`src/rtl/instr_mem_loader.sv`:
```
// Instruction memory with a 1-cycle registered fetch port and a streaming
// valid/ready load port; fetches are stalled while a program load is running.
module instr_mem_loader #(
  parameter int                ADDR_W   = 5,
  parameter int                DATA_W   = 32,
  parameter int                DEPTH    = 32,
  parameter logic [DATA_W-1:0] NOP_WORD = '0
) (
  input  logic              clk,
  input  logic              rst_n,
  input  logic              fetch_en,
  input  logic [ADDR_W-1:0] fetch_addr,
  output logic [DATA_W-1:0] fetch_data,
  output logic              fetch_valid,
  output logic              fetch_err,
  output logic              fetch_stall,
  input  logic              load_start,
  input  logic [ADDR_W:0]   load_len,
  input  logic              load_valid,
  input  logic [DATA_W-1:0] load_data,
  output logic              load_ready,
  output logic              load_busy,
  output logic              load_done,
  output logic              load_err
);

  localparam int              IDX_W   = (DEPTH > 1) ? $clog2(DEPTH) : 1;
  localparam logic [ADDR_W:0] DEPTH_L = (ADDR_W+1)'(DEPTH);
  localparam logic [ADDR_W:0] ONE_L   = (ADDR_W+1)'(1);

  typedef enum logic {IDLE, LOAD} state_t;

  state_t            state;
  logic [ADDR_W:0]   ptr;
  logic [ADDR_W:0]   len_q;
  logic [DATA_W-1:0] mem [0:DEPTH-1];

  logic wr_en;
  logic last_wr;
  logic fetch_go;
  logic addr_ok;

  assign load_busy   = (state == LOAD);
  assign load_ready  = (state == LOAD);
  assign fetch_stall = fetch_en & load_busy;
  assign fetch_go    = fetch_en & ~load_busy;
  assign wr_en       = load_ready & load_valid;
  assign last_wr     = wr_en && (ptr == len_q - ONE_L);
  // Widen by one bit so DEPTH == 2**ADDR_W still compares correctly.
  assign addr_ok     = ({1'b0, fetch_addr} < DEPTH_L);

  always_ff @(posedge clk) begin
    if (!rst_n) begin
      state       <= IDLE;
      ptr         <= '0;
      len_q       <= '0;
      fetch_valid <= 1'b0;
      fetch_err   <= 1'b0;
      fetch_data  <= '0;
      load_done   <= 1'b0;
      load_err    <= 1'b0;
    end else begin
      load_done   <= 1'b0;
      load_err    <= 1'b0;
      fetch_valid <= fetch_go;
      fetch_err   <= fetch_go & ~addr_ok;
      if (fetch_go)
        fetch_data <= addr_ok ? mem[fetch_addr[IDX_W-1:0]] : NOP_WORD;

      case (state)
        IDLE: begin
          if (load_start) begin
            if (load_len == '0) begin
              load_done <= 1'b1;
            end else if (load_len > DEPTH_L) begin
              load_err <= 1'b1;
            end else begin
              len_q <= load_len;
              ptr   <= '0;
              state <= LOAD;
            end
          end
        end
        LOAD: begin
          if (wr_en) begin
            ptr <= ptr + ONE_L;
            if (last_wr) begin
              state     <= IDLE;
              load_done <= 1'b1;
            end
          end
        end
        default: state <= IDLE;
      endcase
    end
  end

  // Array is not reset; reset only blocks the write so an abort is immediate.
  always_ff @(posedge clk) begin
    if (rst_n && wr_en)
      mem[ptr[IDX_W-1:0]] <= load_data;
  end

endmodule

```
`config.mk`:
```
export PLATFORM = sky130hd
export DESIGN_NAME = instr_mem_loader
export DESIGN_NICKNAME = d
export VERILOG_FILES = /design/src/rtl/instr_mem_loader.sv
export SDC_FILE = /design/constraint.sdc
export NUM_CORES = 1
export LEC_CHECK = 0
export CORE_MARGIN = 3
export CORE_UTILIZATION = 60
export CTS_CLUSTER_DIAMETER = 80
export DETAILED_ROUTE_END_ITERATION = 16
export PLACE_DENSITY = 0.88
export SETUP_SLACK_MARGIN = 0.1
export SLEW_MARGIN = 20
export SYNTH_ARGS = -nofsm -noshare
export SYNTH_HDL_FRONTEND = slang
export SYNTH_SLANG_ARGS = --single-unit
```
`constraint.sdc`:
```
create_clock -name clk -period 4.4 [get_ports clk]
set_input_delay 1.32 -clock clk [delete_from_list [all_inputs] [get_ports clk]]
set_output_delay 1.32 -clock clk [all_outputs]
set_load 0.05 [all_outputs]
```
# Yosys cells after proc, flatten, opt, wreduce, memory -nomap -nowiden
# Memories as Yosys holds them, arrays and structs flattened. A register that Yosys moved wholly into a read port is not among the register bits.
# Cells that the tools add are included.
# classes
n_addsub,2
n_lt_le_gt_ge,1
eq_ne,5
n_mux,19
n_bitwise,8
n_reduce_logical,7
# op_table
op,count
2-to-1 mux 6 bit,4
2-to-1 mux 1 bit,12
case mux 6 bit (2 select lines),1
AND reduction 4 bit,2
"adder 6 x 1 -> 6 bit, second input constant",1
equality test 6 bit,1
"greater-than comparator 6 bit, second input constant",1
logical NOT 6 bit,1
"inequality test 2 bit, second input constant",3
"subtractor 6 x 1 -> 6 bit, second input constant",1
NOT 1 bit,5
case mux 1 bit (2 select lines),2
OR reduction 4 bit,1
AND 1 bit,3
logical AND 1 bit,2
"inequality test 2 x 1 -> 1 bit, second input constant",1
logical NOT 1 bit,1
# totals
reg_bits,16
mem_bits_rw,1024
in_bits,48
out_inout_bits,39
wordCells,49
memories,1
# mem_list
memory,depth,width,read_ports,rd_clocked_by_memory_dff,write_ports,line,text
mem,32,32,1,1,1,36,logic [DATA_W-1:0] mem [0:DEPTH-1];

# Logic depth before layout (Yosys ltp)
# depth
word_depth,6
depth_mapped,8
depth_no_buf,7

# Least setup slack after synthesis
# OpenSTA, ideal clock, no wires.
# synth_timing
kind,input to register
startpoint,in rst_n
endpoint,mem mem[31][0] (enable)
setup_ns,0.421
t_arrival_ns,3.075
required_ns,3.979
slack_ns,0.904
stages,3
n_path_buf,0
path_cell_list,and3_1 > nand2_1 > nor2_1
# synth_via
elab_chain_cells,3
# synth_lines
item,line,text
from (decl),10,"input logic rst_n,"
logical AND 1 bit,100,if (rst_n && wr_en)
2-to-1 mux 1 bit,100,
2-to-1 mux 1 bit (not written as such),101,mem[ptr[IDX_W-1:0]] <= load_data;
to (decl),36,
# Every way passes these cells.

# Worst setup path after layout
# layout_timing
startpoint,in fetch_en
endpoint,out fetch_stall
# layout_via
elab_chain_cells,1
# layout_lines
item,line,text
from (decl),11,"input logic fetch_en,"
AND 1 bit,45,assign fetch_stall = fetch_en & load_busy;
to (decl),16,"output logic fetch_stall,"
# Every way passes these cells.

==> impl_metrics.py <==
metrics = {
    "routing": {
        "vias": 24100,
        "drt-pass1-iter-count": 8,
        "first_iter_violations": 3642,
        "wl_per_cell_um": 31.8,
        "postRouteAntennaNets": 0,
        "drc_errors": 0,
        "drt-total-wl_mm": 111,
        "drt-vias-per-instance": 6.89,
    },
    "power_and_ir_drop": {
        "p_clk_frac": 0.415,
        "p_seq_frac": 0.529,
        "p_comb_frac": 0.055,
        "power_w": 0.0212,
        "leakage_nw": 16.4,
        "sw_frac_of_total": 0.213,
        "power_switching_w": 0.00453,
        "ir_drop_v": 0.000372,
        "p_int_w": 0.0167,
        "p_per_area_nw_per_um2": 447,
    },
    "clock_network": {
        "cts_resized": 0,
        "postCtsHoldBufs": 0,
        "cts_buffer_depth": 3,
        "h-tree-depth": 3,
        "numCtsBuffers": 100,
        "clkLatencyLatePin_ns": 0.69,
        "cts_tree": "built",
        "cts.sinks": 1072,
        "cts_root_buf": "clkbuf_16",
        "cts_setup_buffers": 0,
        "clkTransAtPathRegs_ns": 0.06,
    },
    "global_route": {
        "antenna_found_initial": 4,
        "grt_pass1_wl_mm": 162,
        "grt_max_degree": 80,
        "use_met3": 0.0844,
        "gr-max-usage-layer": "met2",
        "grt_usage": 0.302,
        "grtUsageMet2": 0.489,
        "gr-total-overflow": 0,
        "met1_usage": 0.372,
        "first_global_vias": 24900,
    },
    "setup_path": {
        "end_kind": "output port",
        "cp-start-kind": "input pin",
        "rrSetupSlack_ns": 1.84,
        "r2r.worst_path.cells": 5,
        "cp.arrival_ns": 2.12,
        "required_ns": 3.08,
        "path_max_fanout": 2,
        "worstSetupPathType": "input pin to output port",
        "r2r-start": "load_busy$_SDFF_PN0_",
        "reg2reg_to": "mem[6][8]$_DFFE_PP_",
    },
    "synth": {
        "synth_edf_count": 1024,
        "async_flop_share": 0,
        "synth_top_flop_cell": "edfxtp_1",
        "synth_nets": 2388,
        "synth_cell_types": 38,
        "synthesis.area_um2": 41600,
        "avgSynthCellArea_um2": 17.8,
        "yosysSeqAreaShare": 0.762,
        "netlist_instances": 2335,
        "yosys_warnings": 0,
        "ys_ff_latch": 1072,
    },
    "sta": {
        "max_freq_mhz": 291,
        "timing.slew.headroom": 0.259,
        "rsz0062_at_grt": "no",
        "finalSetupTns_ns": 0,
        "worstMarginPinSlew_ns": 1.11,
        "fin_crit_sh": 0.781,
        "slew_violations": 0,
        "fin_crit_ns": 3.44,
        "setup_viol": 0,
        "fin_worst_skew_ns": 0.0353,
        "hold_violations": 0,
    },
    "cells_and_area": {
        "area_growth_pct": 14.3,
        "fillCellCount": 3755,
        "drive_above_1_share": 0.123,
        "fin_nets": 2543,
    },
    "outcome": {
        "outcome": "completed",
    },
    "floorplanning": {
        "ioPinCount": 87,
        "core_um2": 68000,
        "die_area_um2": 72600,
        "rows": 95,
        "die_h_um": 269,
        "die_w_um": 269,
        "initial_core_util": 0.612,
    },
    "worst_hold_path": {
        "hold_class": "flip-flop to flip-flop",
        "min_to": "fetch_data[24]$_SDFFE_PN0P_",
        "min_path_cells": 2,
        "min-delay-start": "fetch_data[24]$_SDFFE_PN0P_",
    },
    "placed_design": {
        "port_buffers": 85,
        "dp_hpwl_mm": 56.8,
        "place_congestion": 0.848,
    },
    "job": {
        "drv_cap": 0,
    },
}
==> critical path: stages <==
cell	delay, ns
clkdlybuf4s50_1	0.48
and2_1	0.13
buf_4	0.19
==> routing by layer <==
metal,routed length (um),vias up
li1,-,9686
met1,36400,11900
met2,54000,2073
met3,14300,472
met4,6640,0
met5,0,-
==> stage by stage <==
step | area, um^2 | cells | hold WS (ns) | setup WS [ns] | util
after global placement | 44300 | 3309 | 0.528 | 0.628 | 0.652
final | 47600 | 3502 | 0.555 | 0.964 | 0.700
after CTS | 47600 | 3497 | 0.547 | 0.961 | 0.701
after detailed placement | 44300 | 3309 | 0.537 | 0.532 | 0.652
after floorplan | 41600 | 2335 | 0.499 | 0.904 | -
after global routing | 47600 | 3498 | 0.573 | 0.939 | 0.700
==> power by group through the flow <==
stage / Clock, W / Sequential, W / Combinational, W
floorplan: 0 / 0.0115 / 0.000581
global placement: 0 / 0.0115 / 0.00108
detailed placement: 0 / 0.0115 / 0.00112
CTS: 0.00883 / 0.0112 / 0.00116
global route: 0.00923 / 0.0112 / 0.00122
finish: 0.00883 / 0.0112 / 0.00118
==> synth_stat cells (2+ instances only) <==
master,count,share of area
nand3b_1,3,0.00054
nand3_1,2,0.00024
a21oi_1,161,0.019
or4_1,33,0.0060
nand2_1,10,0.00090
a22oi_1,256,0.046
xnor2_1,9,0.0019
nor2b_1,9,0.0014
xor2_1,5,0.0011
edfxtp_1,1024,0.74
nor3_1,5,0.00060
buf_8,7,0.0025
mux2i_1,518,0.12
dfxtp_1,48,0.023
nor2_1,42,0.0038
buf_4,33,0.0060
nand2b_1,4,0.00060
o21a_1,4,0.00072
buf_1,5,0.00045
inv_1,4,0.00036
nand4_1,2,0.00030
and2_1,4,0.00060
buf_6,12,0.0032
buf_12,4,0.0019
or3_1,2,0.00030
ha_1,5,0.0015
clkbuf_4,3,0.00054
clkbuf_1,79,0.0071
o21ai_0,32,0.0038
and3_1,2,0.00030
==> cell families (layout without fill, tap and decap cells) <==
family / after synthesis / count (layout) / synth area share
simple gates: 123 / 123 / 0.0166
compound gates: 455 / 455 / 0.0705
other cells: 1 / 6 / 0.0000901
fa+ha+maj: 5 / 5 / 0.00150
flops: 1072 / 1072 / 0.762
xor+xnor: 14 / 14 / 0.00295
buf+inv: 147 / 388 / 0.0221
mux: 518 / 518 / 0.125
==> sequential cells by signal, summed over array words and instances (netlist names) <==
name and cells:
fetch_data 32, fetch_valid 1, len_q 6, load_busy 1
load_done 1, load_err 1, mem 1024, ptr 6
==> cell usage in the layout, fill, tap and decap left out, types with 4 or more instances in the layout <==
cell type | synthesis | final
clkdlybuf4s50_1 | 0 | 68
clkinv_1 | 0 | 8
buf_4 | 33 | 75
xnor2_1 | 9 | 9
or4_1 | 33 | 33
dfxtp_1 | 48 | 48
o21ai_0 | 32 | 32
diode_2 | 0 | 5
nand2_1 | 10 | 9
xor2_1 | 5 | 5
clkbuf_8 | 0 | 15
bufinv_16 | 0 | 10
clkinv_2 | 0 | 15
a22oi_1 | 256 | 256
nor2b_1 | 9 | 6
clkbuf_16 | 0 | 102
clkbuf_1 | 79 | 34
edfxtp_1 | 1024 | 1024
nor2_1 | 42 | 9
nor3_1 | 5 | 5
buf_2 | 0 | 15
nor2_4 | 0 | 33
mux2i_1 | 518 | 518
ha_1 | 5 | 5
buf_12 | 4 | 37
a21oi_1 | 161 | 161
inv_1 | 4 | 4
o21a_1 | 4 | 4
==> how the worst max path moves through the flow <==
stage                  start                          end  slack [ns]
3_3_place_gp   fetch_addr[1]   fetch_data[4]$_SDFFE_PN0P_        0.63
4_1_cts             fetch_en                  fetch_stall        0.96
5_1_grt             fetch_en                  fetch_stall        0.94
6_report            fetch_en                  fetch_stall        0.96
2_1_floorplan          rst_n         mem[31][0]$_DFFE_PP_        0.90
3_5_place_dp   fetch_addr[1]  fetch_data[14]$_SDFFE_PN0P_        0.53
==> final cells by class <==
cell class | instances | area (um^2) | share of cell area
clock buffer | 151 | 2890 | 0.0607
timing repair buffer | 196 | 2070 | 0.0436
clock inverter | 37 | 459 | 0.00965
multi-input combinational | 1116 | 9280 | 0.195
antenna | 5 | 12.5 | 0.000263
sequential | 1072 | 31700 | 0.666
tap | 921 | 1150 | 0.0242
inverter | 4 | 15.0 | 0.000315
No activity file was read; power rests on OpenSTA's default activity.
